--- config.mk ---
export PLATFORM = sky130hd
export DESIGN_NAME = calc_ddr3_addr_pipe
export DESIGN_NICKNAME = d
export VERILOG_FILES = /design/src/rtl/calc_ddr3_addr_pipe.sv
export SDC_FILE = /design/constraint.sdc
export NUM_CORES = 1
export LEC_CHECK = 0
export CORE_AREA = 10 10 162 164
export CTS_CLUSTER_SIZE = 24
export DETAILED_ROUTE_END_ITERATION = 7
export DIE_AREA = 0 0 172 174
export SETUP_SLACK_MARGIN = 0.4
export SLEW_MARGIN = 30
export SYNTH_ARGS = -nofsm -noshare
export SYNTH_HDL_FRONTEND = slang
export SYNTH_SLANG_ARGS = --single-unit
--- constraint.sdc ---
create_clock -name clk -period 2.3 [get_ports clk]
set_input_delay 0.46 -clock clk [delete_from_list [all_inputs] [get_ports clk]]
set_output_delay 0.46 -clock clk [all_outputs]
set_load 0.005 [all_outputs]
--- src/rtl/calc_ddr3_addr_pipe.sv ---
// ---------------------------------------------------------------------------
// calc_ddr3_addr_pipe
//
// Pipelined pixel-block address generator. It pops {x, y} block coordinates
// from an upstream FIFO and pushes one DDR3 word address per block into a
// downstream FIFO:
//
//     addr = base[sel_idx] + y*ROW_STRIDE + (x << BLK_WORDS_LOG2)
//
// The result wraps modulo 2^ADDR_W. At full rate the block produces one
// address per clock.
//
// Compile-time option:
//   OOB_DROP_EN  When defined, the block still pops out-of-frame coordinates
//                (x >= FRAME_X or y >= FRAME_Y) but does not push them
//                downstream, and counts them in oob_cnt (saturating at
//                0xFFFF). When undefined, no compare logic is built and
//                oob_cnt is tied to 0.
//
// Ports:
//   clk, rst_n        clock; asynchronous active-low reset
//   coord_data        {x, y}, with x in the upper half. Valid the cycle after
//                     a pop.
//   coord_empty       upstream FIFO empty flag
//   coord_rd_req      upstream pop (registered)
//   frame_base_addr   packed frame bases; buffer i is at [i*BASE_W +: BASE_W]
//   base_addr_index   buffer select, latched on frame_start
//   frame_start       one-cycle frame pulse
//   addr_afull        downstream FIFO has fewer than 4 free entries
//   ddr3_addr         computed address; holds when wr_fifo_en is low
//   wr_fifo_en        downstream push
//   oob_cnt           number of rejected coordinates
//   busy              any pipeline stage holds a valid entry
//
// Pipeline (coord_rd_req high in cycle t):
//   t   : pop is issued. On the pop edge, vld[1] is set and the selected
//         base is registered.
//   t+1 : S1. The FIFO output register holds x/y. S2 registers prod and off.
//   t+2 : S2 -> S3. The sum is registered.
//   t+3 : ddr3_addr and wr_fifo_en are valid.
// ---------------------------------------------------------------------------
module calc_ddr3_addr_pipe #(
    parameter int FRAME_X        = 1920,
    parameter int FRAME_Y        = 1080,
    parameter int ROW_STRIDE     = 1920,
    parameter int COORD_W        = 11,
    parameter int BLK_WORDS_LOG2 = 2,
    parameter int BASE_W         = 24,
    parameter int ADDR_W         = 26,
    parameter int NUM_BUF        = 4
) (
    input  logic                         clk,
    input  logic                         rst_n,
    input  logic [2*COORD_W-1:0]         coord_data,
    input  logic                         coord_empty,
    output logic                         coord_rd_req,
    input  logic [NUM_BUF*BASE_W-1:0]    frame_base_addr,
    input  logic [$clog2(NUM_BUF)-1:0]   base_addr_index,
    input  logic                         frame_start,
    input  logic                         addr_afull,
    output logic [ADDR_W-1:0]            ddr3_addr,
    output logic                         wr_fifo_en,
    output logic [15:0]                  oob_cnt,
    output logic                         busy
);

    localparam int IDX_W    = $clog2(NUM_BUF);
    localparam int STRIDE_W = $clog2(ROW_STRIDE + 1);
    localparam int PROD_W   = COORD_W + STRIDE_W;
    localparam int SHX_W    = COORD_W + BLK_WORDS_LOG2;
    // One carry bit above the wider of base and shifted x.
    localparam int OFF_W    = ((BASE_W > SHX_W) ? BASE_W : SHX_W) + 1;

    // Elaboration-time sanity checks on the configuration.
    if (NUM_BUF < 2) begin : g_bad_nbuf
        $error("calc_ddr3_addr_pipe: NUM_BUF must be at least 2");
    end
    if ((FRAME_X > (1 << COORD_W)) || (FRAME_Y > (1 << COORD_W))) begin : g_bad_frame
        $error("calc_ddr3_addr_pipe: frame limits exceed coordinate range");
    end

    // -----------------------------------------------------------------------
    // State
    // -----------------------------------------------------------------------
    logic                rd_req_q,  rd_req_d;
    logic [3:1]          vld_pipe_q, vld_pipe_d;
    logic [IDX_W-1:0]    sel_idx_q, sel_idx_d;
    logic [BASE_W-1:0]   base_q,    base_d;
    logic [PROD_W-1:0]   prod_q,    prod_d;
    logic [OFF_W-1:0]    off_q,     off_d;
    logic [ADDR_W-1:0]   addr_q,    addr_d;
    logic                wr_q,      wr_d;

    logic [COORD_W-1:0]  x_s1, y_s1;
    logic                pop_ok;

    assign x_s1 = coord_data[2*COORD_W-1:COORD_W];
    assign y_s1 = coord_data[COORD_W-1:0];

    // A pop counts only if the FIFO really holds data on that edge. Because
    // the request is registered, it can stay high for one cycle after the
    // FIFO drains; that trailing request is ignored here.
    assign pop_ok = rd_req_q && !coord_empty;

    // -----------------------------------------------------------------------
    // Frame base select. An index outside 0..NUM_BUF-1 falls back to
    // buffer 0.
    // -----------------------------------------------------------------------
    logic [BASE_W-1:0] base_sel;

    always_comb begin
        base_sel = frame_base_addr[0 +: BASE_W];
        for (int i = 1; i < NUM_BUF; i++) begin
            if (sel_idx_q == IDX_W'(i)) begin
                base_sel = frame_base_addr[i*BASE_W +: BASE_W];
            end
        end
    end

    // -----------------------------------------------------------------------
    // Optional out-of-frame rejection
    // -----------------------------------------------------------------------
`ifdef OOB_DROP_EN
    logic        oob_s1;
    logic        oob2_q, oob2_d;
    logic [15:0] oob_cnt_q, oob_cnt_d;

    assign oob_s1 = (32'(x_s1) >= FRAME_X) || (32'(y_s1) >= FRAME_Y);

    always_comb begin
        oob2_d    = oob2_q;
        oob_cnt_d = oob_cnt_q;
        if (vld_pipe_q[1]) begin
            oob2_d = oob_s1;
        end
        if (vld_pipe_q[2] && oob2_q && (oob_cnt_q != 16'hFFFF)) begin
            oob_cnt_d = oob_cnt_q + 16'd1;
        end
    end

    always_ff @(posedge clk or negedge rst_n) begin
        if (!rst_n) begin
            oob2_q    <= 1'b0;
            oob_cnt_q <= '0;
        end else begin
            oob2_q    <= oob2_d;
            oob_cnt_q <= oob_cnt_d;
        end
    end

    assign wr_d    = vld_pipe_q[2] && !oob2_q;
    assign oob_cnt = oob_cnt_q;
`else
    assign wr_d    = vld_pipe_q[2];
    assign oob_cnt = '0;
`endif

    // -----------------------------------------------------------------------
    // Next-state logic
    // -----------------------------------------------------------------------
    always_comb begin
        // The registered request needs no knowledge of FIFO depth. At most
        // 3 entries are in flight, and the 4-entry afull margin absorbs them.
        rd_req_d   = !coord_empty && !addr_afull;
        vld_pipe_d = {vld_pipe_q[2], vld_pipe_q[1], pop_ok};

        // frame_start updates the select on this edge. An entry popped on
        // the same edge still registers the old base below.
        sel_idx_d  = frame_start ? base_addr_index : sel_idx_q;

        base_d     = base_q;
        prod_d     = prod_q;
        off_d      = off_q;
        addr_d     = addr_q;

        if (pop_ok) begin
            base_d = base_sel;
        end
        if (vld_pipe_q[1]) begin
            prod_d = PROD_W'(y_s1) * PROD_W'(ROW_STRIDE);
            off_d  = OFF_W'(base_q) + (OFF_W'(x_s1) << BLK_WORDS_LOG2);
        end
        // The address updates only on a push, so it holds between pushes.
        if (wr_d) begin
            addr_d = ADDR_W'(prod_q) + ADDR_W'(off_q);
        end
    end

    // -----------------------------------------------------------------------
    // Registers
    // -----------------------------------------------------------------------
    always_ff @(posedge clk or negedge rst_n) begin
        if (!rst_n) begin
            rd_req_q   <= 1'b0;
            vld_pipe_q <= '0;
            sel_idx_q  <= '0;
            base_q     <= '0;
            prod_q     <= '0;
            off_q      <= '0;
            addr_q     <= '0;
            wr_q       <= 1'b0;
        end else begin
            rd_req_q   <= rd_req_d;
            vld_pipe_q <= vld_pipe_d;
            sel_idx_q  <= sel_idx_d;
            base_q     <= base_d;
            prod_q     <= prod_d;
            off_q      <= off_d;
            addr_q     <= addr_d;
            wr_q       <= wr_d;
        end
    end

    assign coord_rd_req = rd_req_q;
    assign ddr3_addr    = addr_q;
    assign wr_fifo_en   = wr_q;
    assign busy         = |vld_pipe_q;

endmodule

==> results of run 1 <==
power by group through the flow:
stage               Clock, mW  Combinational, mW  Sequential, mW
CTS                      1.54               6.13            2.82
detailed placement          0               5.13            2.82
floorplan                   0               3.33            2.65
global route             1.61               7.31            2.91
global placement            0               5.07            2.80
finish                   1.51               6.69            2.83
layer usage:
metal,global-route usage (%),up-vias,wire length [um]
met5,0,-,0
met4,3.56,0,232
met3,2.20,17,879
met2,22.4,115,10400
met1,16.4,2852,8400
li1,-,2810,-
sequential cells by signal (all words and copies together) (netlist names):
signal        count
off_q            25
ddr3_addr        26
coord_rd_req      1
base_q           24
vld_pipe_q        3
sel_idx_q         2
prod_q           15
cell families after synthesis:
| kind of cell | Yosys count |
|---|---|
| fa+ha+maj | 65 |
| flops | 96 |
| compound gates | 151 |
| buf+inv | 81 |
| simple gates | 133 |
| other cells | 1 |
| xor+xnor | 19 |
| mux | 79 |
placed cells by master, fill, tap and decap left out, types with 13 or more instances in the layout:
| cell | Yosys | layout |
|---|---|---|
| mux2_2 | 53 | 45 |
| inv_1 | 42 | 33 |
| fa_1 | 21 | 17 |
| buf_4 | 16 | 106 |
| ha_4 | 0 | 24 |
| dfrtp_1 | 96 | 94 |
| nand2_1 | 30 | 30 |
| conb_1 | 1 | 16 |
| nor2_1 | 36 | 32 |
| a21o_1 | 13 | 13 |
| mux4_2 | 24 | 24 |
| o21ai_0 | 31 | 20 |
| ha_1 | 44 | 19 |
| clkdlybuf4s50_1 | 0 | 132 |
| buf_6 | 0 | 22 |
metrics by stage:
step | hold slack [ns] | instances | setup slack [ns]
floorplan | 0.164 | 640 | -0.634
global placement | 0.465 | 1127 | -1.28
detailed placement | 0.470 | 1127 | -1.33
CTS | 0.183 | 1173 | -0.641
global route | 0.193 | 1187 | -0.695
finish | 0.108 | 1187 | -0.575
cell type report:
cell class	instances	area, sq um
clock buffers	12	246
repair buffers	280	2560
clock inverters	3	42.5
well taps	290	363
flip-flops and latches	96	2400
multi-input cells	463	4960
inverters	43	165
fillers	2128	12400
worst max-delay path: stages:
cell and delay [ns]:
buf_8 0.10, buf_6 0.10, fa_1 0.50, fa_1 0.57, ha_4 0.21, o21a_1 0.18, o21a_1 0.18, a2111o_1 0.40
o211ai_1 0.10, xor2_1 0.19, a21oi_1 0.10
how the worst max path moves through the flow:
stage,slack [ns],to,start,depth (start not counted)
after floorplan,-0.63,prod_q[20]$_DFFE_PN0P_,coord_data[4],11
after global placement,-1.28,prod_q[20]$_DFFE_PN0P_,coord_data[3],11
after detailed placement,-1.33,prod_q[20]$_DFFE_PN0P_,coord_data[3],11
after CTS,-0.64,prod_q[21]$_DFFE_PN0P_,coord_data[2],11
after global routing,-0.70,prod_q[20]$_DFFE_PN0P_,coord_data[3],11
final,-0.57,prod_q[20]$_DFFE_PN0P_,coord_data[3],11
timing repair:
item,4_1_cts,5_1_grt
setup buffers,31,14
pin swaps,85,54
setup endpoints to repair,44,44
resized for setup,128,51
==> run metrics, run 1 <==
compound-cell area share of the yosys netlist 15.4%; xor and xnor area share after synthesis 2.46%; MaxCap Viol Count 0; Setup Crit Path Kind input port to register; Chip Width 172 um; post-synth top area cell dfrtp_1; adder-cell share of the synthesized area 14.3%; clock slew at reported path FFs 0.07 ns; root buffer cell clkbuf_16; Startpoint Class input port; Vias 5794; area post-placement 0.00945 sq mm; number of global-route vias before repair 6046; largest cells by area after synthesis dfrtp_1 (36%), mux2_2 (8.8%), ha_1 (8.1%), mux4_2 (8.0%), fa_1 (6.2%); Crit Reg-Reg Endpoint off_q[12]$_DFFE_PN0P_; DRT antenna net count 0; RSZ-0062 raised after global routing true; FF-to-FF path depth 10; Final Total Pwr 11.0 mW; critical path peak fanout 3; remaining global-route overflow 0; initial antenna violation count 0; Diodes inserted 0; crit path DAT 3.08 ns; area of the die 0.0299 sq mm; max_slew headroom 58.0%; DR WL/cell 16.8 um; CP required 2.50 ns; Final Hold Vio Count 0; 1st-iter DRT viols 234; I/O pin cnt 170; Fin Clk Skew 0.00841 ns; Final Wtd Congestion 0.817; Synth top cells by count dfrtp_1 (96), mux2_2 (53), ha_1 (44); Post-Route WL 19900 um; design area 0.0107 sq mm; Setup crit end kind register; drt drc 0; final core utilization 46.4%; nets@finish 1083; Max Fclk 348 MHz; Sequential Power Share 25.6%; Internal 6.89 mW; Clock Latency Late Sink 0.36 ns; ys async rst share 100%; Synth cell types 64; Clk pwr share 13.7%; static leakage 4.47 nW; port bufs 153; initial core utilization 29.3%; Cell Pwr Density 1030 mW/mm^2; CTS Hold Buffers Added 0; PnR worst setup slack -0.575 ns; Post-Synth Simple-Gate Area 9.74%; sequential fraction of the synthesis area 35.5%; chip height 174 um; Net Switching 4.13 mW; Worst-Margin Slew 0.630 ns; final number of setup-violating endpoints 18; top cell type's share of synthesized area 35.5%; first-pass iteration count of the detailed router 6; Fin Setup TNS -4.36 ns; VDD IR-drop max 0.557 mV; syn_area_per_cell 10.8 sq um; R2R setup slack -0.09 ns; synth warn 0; combinational family with the most area after synthesis multiplexers; Slew Viols, Final 0; combinational share of power 60.7%; global-route wire length before repair 31600 um; post-synthesis mux area share 17.1%; layout cells sized above 1 38.6%; failing checks negative setup slack; largest net degree at the start of global routing 97; Core Area 0.0231 sq mm; Synth Register Bits 96; Tcrit/Tclk final 125%; CTS Buf Count 9; worst hold path type input port to asynchronous set/reset pin; P&R area growth vs syn 58.6%; clk sinks 96; R2R Path Start base_q[7]$_DFFE_PN0P_; CTS tree built; EDFF count, synth 0; status finished, violations left; vias per inst 4.88; synthesized cell area 0.00677 sq mm; sw frac 37.5%; DP Wirelength 15000 um; placement row count 56; dominant synthesized flop cell dfrtp_1; Post-Synthesis Cells 625; Longest Clk Path Bufs 2; H-tree depth 3; count leader, synth dfrtp_1; crit path time final 2.87 ns; total track usage 13.1%
(Power assumes the default switching activity.)
==> run 2: changes to the inputs <==
--- a/config.mk
+++ b/config.mk
@@ -9,7 +9,7 @@
 export CTS_CLUSTER_SIZE = 24
 export DETAILED_ROUTE_END_ITERATION = 7
 export DIE_AREA = 0 0 172 174
-export SETUP_SLACK_MARGIN = 0.4
+export GPL_TIMING_DRIVEN = 0
 export SLEW_MARGIN = 30
 export SYNTH_ARGS = -nofsm -noshare
 export SYNTH_HDL_FRONTEND = slang
==> run 2 against run 1 <==
  * The flow finishes with violations (negative hold slack, negative setup slack)
  * Die area stayed put
  * Clock-buffer cell count is 1 higher
  * Critical path depth is 1 lower
  * Global-route usage is 0.12 points higher
  * Register-to-register slack better by 0.03 ns
  * Hold slack worse by 0.11 ns
  * Utilization is 4.3 points lower
  * Routed wire length is 0.75% higher
  * Non-clock buffer count is 61 lower
  * Setup slack better by 0.075 ns
  * Final cell count is 5.1% lower
  * Largest cell class unchanged
==> run metrics, run 2 (same netlist as run 1, synthesis figures left out) <==
initial antenna violation count 0; Cell Pwr Density 978 mW/mm^2; Tcrit/Tclk final 122%; Vias 5571; placement row count 56; DRT antenna net count 0; chip height 174 um; Max Fclk 357 MHz; Clock Latency Late Sink 0.36 ns; Final Hold Vio Count 1; Startpoint Class input port; Slew Viols, Final 0; Worst-Margin Slew 0.770 ns; root buffer cell clkbuf_16; MaxCap Viol Count 0; final number of setup-violating endpoints 12; port bufs 153; CTS Buf Count 9; status finished, violations left; worst hold margin -0.000365 ns; clock slew at reported path FFs 0.07 ns; max_slew headroom 48.7%; commonest cells after routing, fill and taps aside clkdlybuf4s50_1 (133), dfrtp_1 (93), mux2_2 (50); Diodes inserted 0; Setup Crit Path Kind input port to register; vias per inst 4.94; crit path time final 2.80 ns; Post-Route WL 20000 um; layout cells sized above 1 27.7%; Core Area 0.0231 sq mm; design area 0.00975 sq mm; nets@finish 1023; Fin Setup TNS -3.44 ns; 1st-iter DRT viols 337; initial core utilization 29.3%; clk sinks 96; dpl ws -1.53 ns; placed insts 1084; total track usage 13.2%; CTS tree built; remaining global-route overflow 0; Chip Width 172 um; DR WL/cell 17.8 um; max reg flops 26; worst hold path type input port to asynchronous set/reset pin; number of global-route vias before repair 5825; commonest non-fill, non-tap cell in the layout clkdlybuf4s50_1; area of the die 0.0299 sq mm; H-tree depth 3; CTS Hold Buffers Added 0; static leakage 4.03 nW; largest net degree at the start of global routing 59; I/O pin cnt 170; crit path DAT 3.02 ns; DP Wirelength 15800 um; post-route insts no fill 1127; R2R setup slack -0.06 ns; final core utilization 42.2%; global-route wire length before repair 31200 um; CP required 2.52 ns; critical path peak fanout 3; drt drc 0; RSZ-0062 raised after global routing true; Setup crit end kind register; PnR worst setup slack -0.500 ns; VDD IR-drop max 0.378 mV; P&R area growth vs syn 44.1%; area post-placement 0.00880 sq mm; failing checks negative hold slack, negative setup slack; Fin Clk Skew 0.00500 ns; Longest Clk Path Bufs 2; Final Total Pwr 9.54 mW; Final Wtd Congestion 0.850; first-pass iteration count of the detailed router 4
run 2: worst paths after layout:
path	endpoint	startpoint	depth (start not counted)
max reg2reg	off_q[14]$_DFFE_PN0P_	base_q[2]$_DFFE_PN0P_	10
min reg2reg	vld_pipe_q[3]$_DFF_PN0_	vld_pipe_q[2]$_DFF_PN0_	0
max	prod_q[20]$_DFFE_PN0P_	coord_data[1]	10
min	off_q[4]$_DFFE_PN0P_	rst_n	1
min in group clk	prod_q[7]$_DFFE_PN0P_	coord_data[0]	2
max in group asynchronous	prod_q[15]$_DFFE_PN0P_	rst_n	2
run 2: metal layers:
metal | GRT usage, % | up-vias | share of wire (%)
met5 | 0 | - | 0
met4 | 4.67 | 0 | 2.1
met3 | 2.29 | 27 | 4.8
met2 | 22.8 | 126 | 51
met1 | 15.9 | 2715 | 42
li1 | - | 2703 | -
run 2: cell type report:
class / count / area (sq um)
Clock buffer: 13 / 270
Inverter: 43 / 165
Multi-Input combinational cell: 464 / 4560
Clock inverter: 2 / 13.8
Fill cell: 2221 / 13400
Sequential cell: 96 / 2410
Timing Repair Buffer: 184 / 1770
Buffer: 35 / 206
Tap cell: 290 / 363
run 2: critical path: stages:
cell      delay [ns]
buf_8           0.10
fa_2            0.58
fa_1            0.43
ha_1            0.34
a211oi_2        0.25
o21ai_2         0.10
a2111o_1        0.37
o211ai_1        0.10
xor2_1          0.19
a21oi_1         0.08
run 2: report_power, final:
part | total [mW] | internal [mW] | switching, mW
combinational | 5.30 | 2.79 | 2.51
clock | 1.47 | 0.817 | 0.655
sequential | 2.76 | 2.29 | 0.468
run 2: timing repair:
item | CTS | global route
buffers inserted | 21 | 11
hold endpoints to repair | 0 | 0
pin swaps | 51 | 36
cloned | 1 | 0
gates resized for setup | 115 | 45
setup endpoints to repair | 28 | 45
